--- src/rtl/writeback_unit.sv ---
// Writeback stage: turns retiring execute-stage results into register-file writes,
// sequencing loads through a request/acknowledge memory read with a timeout.
module writeback_unit #(
   parameter int DATA_W         = 8,
   parameter int SEL_W          = 2,
   parameter int TIMEOUT_CYCLES = 16
) (
   input  logic              i_Clk,
   input  logic              i_Rst,
   input  logic              i_Valid,
   output logic              o_Ready,
   input  logic              i_Wb_En,
   input  logic              i_UseMem,
   input  logic [SEL_W-1:0]  i_Dest,
   input  logic [DATA_W-1:0] i_Alu_Result,
   output logic              o_Mem_Req,
   output logic [DATA_W-1:0] o_Mem_Addr,
   input  logic              i_Mem_Ack,
   input  logic [DATA_W-1:0] i_Mem_Data,
   output logic              o_Write_En,
   output logic [SEL_W-1:0]  o_Write_Sel,
   output logic [DATA_W-1:0] o_Write_Data,
   output logic              o_Pending_Valid,
   output logic [SEL_W-1:0]  o_Pending_Sel,
   output logic              o_Mem_Err
);

   // The counter only ever counts up to TIMEOUT_CYCLES-1 before the abort.
   localparam int CNT_W = (TIMEOUT_CYCLES > 1) ? $clog2(TIMEOUT_CYCLES) : 1;
   localparam logic [CNT_W-1:0] CNT_LAST = CNT_W'(TIMEOUT_CYCLES - 1);

   typedef enum logic [0:0] {
      IDLE     = 1'b0,
      MEM_WAIT = 1'b1
   } state_t;

   state_t              state_r, state_s;
   logic [CNT_W-1:0]    cnt_r, cnt_s;
   logic                write_en_r, write_en_s;
   logic [SEL_W-1:0]    write_sel_r, write_sel_s;
   logic [DATA_W-1:0]   write_data_r, write_data_s;
   logic                mem_req_r, mem_req_s;
   logic [DATA_W-1:0]   mem_addr_r, mem_addr_s;
   logic                pend_valid_r, pend_valid_s;
   logic [SEL_W-1:0]    pend_sel_r, pend_sel_s;
   logic                mem_err_r, mem_err_s;

   // Next-state and next-output decode; pulses default low, everything else holds.
   always_comb begin
      state_s      = state_r;
      cnt_s        = cnt_r;
      write_en_s   = 1'b0;
      write_sel_s  = write_sel_r;
      write_data_s = write_data_r;
      mem_req_s    = mem_req_r;
      mem_addr_s   = mem_addr_r;
      pend_valid_s = pend_valid_r;
      pend_sel_s   = pend_sel_r;
      mem_err_s    = 1'b0;
      case (state_r)
         IDLE: begin
            if (i_Valid) begin
               if (i_Wb_En) begin
                  if (i_UseMem) begin
                     mem_req_s    = 1'b1;
                     mem_addr_s   = i_Alu_Result;
                     pend_valid_s = 1'b1;
                     pend_sel_s   = i_Dest;
                     cnt_s        = {CNT_W{1'b0}};
                     state_s      = MEM_WAIT;
                  end else begin
                     write_en_s   = 1'b1;
                     write_sel_s  = i_Dest;
                     write_data_s = i_Alu_Result;
                  end
               end else begin
                  state_s = IDLE;
               end
            end else begin
               state_s = IDLE;
            end
         end
         MEM_WAIT: begin
            // An ack in the expiry cycle takes priority over the abort.
            if (i_Mem_Ack) begin
               write_en_s   = 1'b1;
               write_sel_s  = pend_sel_r;
               write_data_s = i_Mem_Data;
               mem_req_s    = 1'b0;
               pend_valid_s = 1'b0;
               state_s      = IDLE;
            end else if (TIMEOUT_CYCLES != 0) begin
               if (cnt_r == CNT_LAST) begin
                  mem_err_s    = 1'b1;
                  mem_req_s    = 1'b0;
                  pend_valid_s = 1'b0;
                  state_s      = IDLE;
               end else begin
                  cnt_s = cnt_r + CNT_W'(1);
               end
            end else begin
               state_s = MEM_WAIT;
            end
         end
         default: begin
            state_s      = IDLE;
            mem_req_s    = 1'b0;
            pend_valid_s = 1'b0;
         end
      endcase
   end

   // State, counter and registered outputs.
   always_ff @(posedge i_Clk or posedge i_Rst) begin
      if (i_Rst) begin
         state_r      <= IDLE;
         cnt_r        <= {CNT_W{1'b0}};
         write_en_r   <= 1'b0;
         write_sel_r  <= {SEL_W{1'b0}};
         write_data_r <= {DATA_W{1'b0}};
         mem_req_r    <= 1'b0;
         mem_addr_r   <= {DATA_W{1'b0}};
         pend_valid_r <= 1'b0;
         pend_sel_r   <= {SEL_W{1'b0}};
         mem_err_r    <= 1'b0;
      end else begin
         state_r      <= state_s;
         cnt_r        <= cnt_s;
         write_en_r   <= write_en_s;
         write_sel_r  <= write_sel_s;
         write_data_r <= write_data_s;
         mem_req_r    <= mem_req_s;
         mem_addr_r   <= mem_addr_s;
         pend_valid_r <= pend_valid_s;
         pend_sel_r   <= pend_sel_s;
         mem_err_r    <= mem_err_s;
      end
   end

   assign o_Ready         = (state_r == IDLE);
   assign o_Write_En      = write_en_r;
   assign o_Write_Sel     = write_sel_r;
   assign o_Write_Data    = write_data_r;
   assign o_Mem_Req       = mem_req_r;
   assign o_Mem_Addr      = mem_addr_r;
   assign o_Pending_Valid = pend_valid_r;
   assign o_Pending_Sel   = pend_sel_r;
   assign o_Mem_Err       = mem_err_r;

endmodule

--- config.mk ---
export PLATFORM = sky130hd
export DESIGN_NAME = writeback_unit
export DESIGN_NICKNAME = d
export VERILOG_FILES = /design/src/rtl/writeback_unit.sv
export SDC_FILE = /design/constraint.sdc
export NUM_CORES = 1
export LEC_CHECK = 0
export ABC_CLOCK_PERIOD_IN_PS = 2700
export CORE_ASPECT_RATIO = 1.25
export CORE_MARGIN = 10
export CORE_UTILIZATION = 30
export DETAILED_ROUTE_END_ITERATION = 12
export GPL_TIMING_DRIVEN = 0
export SYNTH_ARGS = -nofsm -noshare
export SYNTH_HDL_FRONTEND = slang
export SYNTH_SLANG_ARGS = --single-unit
--- constraint.sdc ---
create_clock -name i_Clk -period 2.7 [get_ports i_Clk]
set_input_delay 0.27 -clock i_Clk [delete_from_list [all_inputs] [get_ports i_Clk]]
set_output_delay 0.27 -clock i_Clk [all_outputs]
set_load 0.1 [all_outputs]
==> run_results.csv <==
group,metric,value,unit
timing,slew-limit-headroom,0.290,
flow_run,max-cap-violations,0,
timing,finalSetupTns,0,ps
logic_synthesis,post_synthesis_register_bit_count,28,
detailed_routing,ant_nets,0,
floorplan,die_height,95.2,um
worst_setup_path,endpoint_kind,"primary output",
placed_design,placedInstanceArea,1910,um^2
grt,grt_pass1_wl,5080,um
timing,final_max_slew_viol_count,0,
placed_design,pre_cts_ws,551,ps
timing,rsz_0062_raised_after_global_routing,"no",
clocking,clk_transition_reported_paths,100,ps
floorplan,io_pins,49,
timing,finalSetupViolCount,0,
power,leakage,0.000926,uW
grt,grt_antenna_before_repair,0,
power,max-vdd-ir-drop,0.373,mV
floorplan,placement_rows,27,
floorplan,die_width,80.2,um
cells_and_area,insertedDiodeCount,0,
detailed_routing,route.met3.wl,219,um
detailed_routing,totalWireLength,3110,um
detailed_routing,detailed_route_drc_error_count,0,
clocking,cts-hold-fix-buffers,0,
floorplan,initial_utilization,0.309,
power,cellPowerDensity,1030,nW/um^2
clocking,clock_tree.htree_level_count,1,
cells_and_area,finish.instance_area,1980,um^2
status,run_status,"finished clean",
min_path,worstHoldPathType,"register to register",
timing,worst-slew-pin-transition,1060,ps
clocking,cts_buffers,3,
cells_and_area,filler_cell_count,432,
clocking,clk_root_buffer_cell,"sky130_fd_sc_hd__clkbuf_8",
timing,maxClockFrequency,407,MHz
worst_setup_path,cp_data_required_time,2430,ps
logic_synthesis,syn-mean-instance-area,14.9,um^2
detailed_routing,drtIter0Drc,35,
timing,crit_path_setup_slack_layout,245,ps
clocking,tritoncts,"built",
clocking,cts_buffer_depth,2,
floorplan,core_box_area,4390,um^2
logic_synthesis,number_of_different_library_cells_in_the_post_synthesis_netlist,21,
floorplan,die_area,7630,um^2
clocking,cts.sinks,28,
placed_design,gpl.final_weighted_congestion,0.700,
timing,period_share,0.909,
detailed_routing,wire_per_inst,15.5,um
clocking,clk_latency_worst_skew_pair,270,ps
worst_setup_path,cp.arrival,2190,ps
logic_synthesis,netlist_area,1360,um^2
grt,overall_overflow_remaining_after_global_route,0,
detailed_routing,wl_met1,1210,um
grt,grt_max_degree,29,
detailed_routing,highest-signal-layer,"met4",
clocking,cts_repair_resize_count,0,
worst_setup_path,crit_fanout,10,
timing,fin_skew,4.04,ps
timing,final_period_minus_worst_setup_slack,2460,ps
worst_setup_path,path_class,"register to primary output",
grt,grt_pass1_vias,1021,
logic_synthesis,synth-warning-count,0,
detailed_routing,detail_route_met2_wl,1660,um
cells_and_area,final_cell_mix,"48 x sky130_fd_sc_hd__clkdlybuf4s50_1, 28 x sky130_fd_sc_hd__dfrtp_1, 20 x sky130_fd_sc_hd__mux2_4",
cells_and_area,syn2layout_area_growth,46.0,%
cells_and_area,fraction_of_final_layout_cells_sized_beyond_drive_strength_1,0.294,
logic_synthesis,post_synthesis_sequential_area_ratio,0.516,
timing,final_hold_viol_count,0,
placed_design,hpwlAfterDp,2510,um
clocking,postCtsSetupRepairBufs,0,
logic_synthesis,postSynthNetCount,116,
cells_and_area,finish.net_count,169,
logic_synthesis,synthCells,91,
detailed_routing,via_count,876,
cells_and_area,final_common_cell,"sky130_fd_sc_hd__clkdlybuf4s50_1",
placed_design,numPortBuffers,48,
grt,grt_usage,0.0835,
worst_setup_path,timing.critical_path.from_type,"register",
detailed_routing,vias_per_cell,4.36,
detailed_routing,detail_route.first_pass.iterations,4,
==> final timing paths <==
kind / startpoint / to / slack [ps] / cells past startpoint
worst max-delay path: state_r$_DFF_PP0_ / o_Ready / 240 / 4
worst min-delay path: o_Mem_Addr[2]$_DFFE_PP0P_ / o_Mem_Addr[2]$_DFFE_PP0P_ / 510 / 1
worst max register to register: state_r$_DFF_PP0_ / o_Write_Data[1]$_DFFE_PP0P_ / 1260 / 5
worst min register to register: o_Mem_Addr[2]$_DFFE_PP0P_ / o_Mem_Addr[2]$_DFFE_PP0P_ / 510 / 1
max in group asynchronous: i_Rst / cnt_r[1]$_DFFE_PP0P_ / 1500 / 2
min in group asynchronous: i_Rst / o_Write_Data[3]$_DFFE_PP0P_ / 560 / 2
==> state kept, by name (all words and copies together) (netlist names) <==
| name | flops |
|---|---|
| o_Write_Sel | 2 |
| o_Mem_Addr | 8 |
| o_Pending_Sel | 2 |
| o_Mem_Err | 1 |
| o_Pending_Valid | 1 |
| o_Write_Data | 8 |
| o_Write_En | 1 |
| cnt_r | 4 |
| state_r | 1 |
==> stage by stage <==
stage | util | hold WS [ps] | instances | power, uW
after floorplan | - | 335 | 91 | 1450
after detailed placement | 0.435 | 495 | 197 | 1730
after global placement | 0.435 | 492 | 197 | 1710
after global routing | 0.451 | 530 | 201 | 2120
after CTS | 0.451 | 518 | 201 | 2060
final | 0.451 | 513 | 201 | 2030
==> layout make-up <==
class,count,area (um^2),area share
buffer,5,52.6,0.0265
tap,58,72.6,0.0366
clock buffer,3,41.3,0.0208
multi-input combinational,53,586,0.295
clock inverter,1,30.0,0.0152
timing repair buffer,48,480,0.242
sequential,28,701,0.354
inverter,5,18.8,0.00947
==> worst max-delay path, stage by stage, from the launching register on <==
cell	delay, ps
sky130_fd_sc_hd__dfrtp_1	390
sky130_fd_sc_hd__buf_6	140
sky130_fd_sc_hd__buf_6	150
sky130_fd_sc_hd__inv_1	80
sky130_fd_sc_hd__clkdlybuf4s50_1	1140
==> Yosys cell counts <==
master / instances / area share
sky130_fd_sc_hd__buf_6: 4 / 0.033
sky130_fd_sc_hd__nor2b_1: 2 / 0.0092
sky130_fd_sc_hd__nor2_2: 1 / 0.0046
sky130_fd_sc_hd__nand3_1: 1 / 0.0037
sky130_fd_sc_hd__o21ai_0: 1 / 0.0037
sky130_fd_sc_hd__a21o_1: 1 / 0.0055
sky130_fd_sc_hd__nand4_1: 2 / 0.0092
sky130_fd_sc_hd__dfrtp_1: 28 / 0.52
sky130_fd_sc_hd__inv_1: 5 / 0.014
sky130_fd_sc_hd__mux2_4: 20 / 0.22
sky130_fd_sc_hd__mux2i_1: 3 / 0.022
sky130_fd_sc_hd__a21oi_1: 1 / 0.0037
sky130_fd_sc_hd__nand2b_1: 1 / 0.0046
sky130_fd_sc_hd__nand2_1: 5 / 0.014
sky130_fd_sc_hd__ha_1: 1 / 0.0092
sky130_fd_sc_hd__a32oi_2: 1 / 0.012
sky130_fd_sc_hd__and3_1: 1 / 0.0046
sky130_fd_sc_hd__nand4b_4: 1 / 0.018
sky130_fd_sc_hd__nor3_1: 1 / 0.0037
sky130_fd_sc_hd__mux2_2: 10 / 0.083
sky130_fd_sc_hd__buf_4: 1 / 0.0055
==> power by group <==
group	internal (uW)	total, uW	switching, uW
clock network	198	326	128
registers	520	585	64.8
logic	324	1120	797
==> metal layers <==
metal | global-route usage | vias to the layer above
met4 | 0.0176 | 0
met3 | 0.0245 | 2
met5 | 0 | -
met2 | 0.157 | 23
li1 | - | 418
met1 | 0.0894 | 433
==> logic make-up (layout without fill, tap and decap cells) <==
| logic type | after synthesis | in the layout | synth area share |
|---|---|---|---|
| mux | 33 | 33 | 0.326 |
| flops | 28 | 28 | 0.516 |
| simple gates | 15 | 15 | 0.0710 |
| buf+inv | 10 | 62 | 0.0525 |
| compound gates | 4 | 4 | 0.0249 |
| fa+ha+maj | 1 | 1 | 0.00922 |
Power figures use the tool's default switching activity.
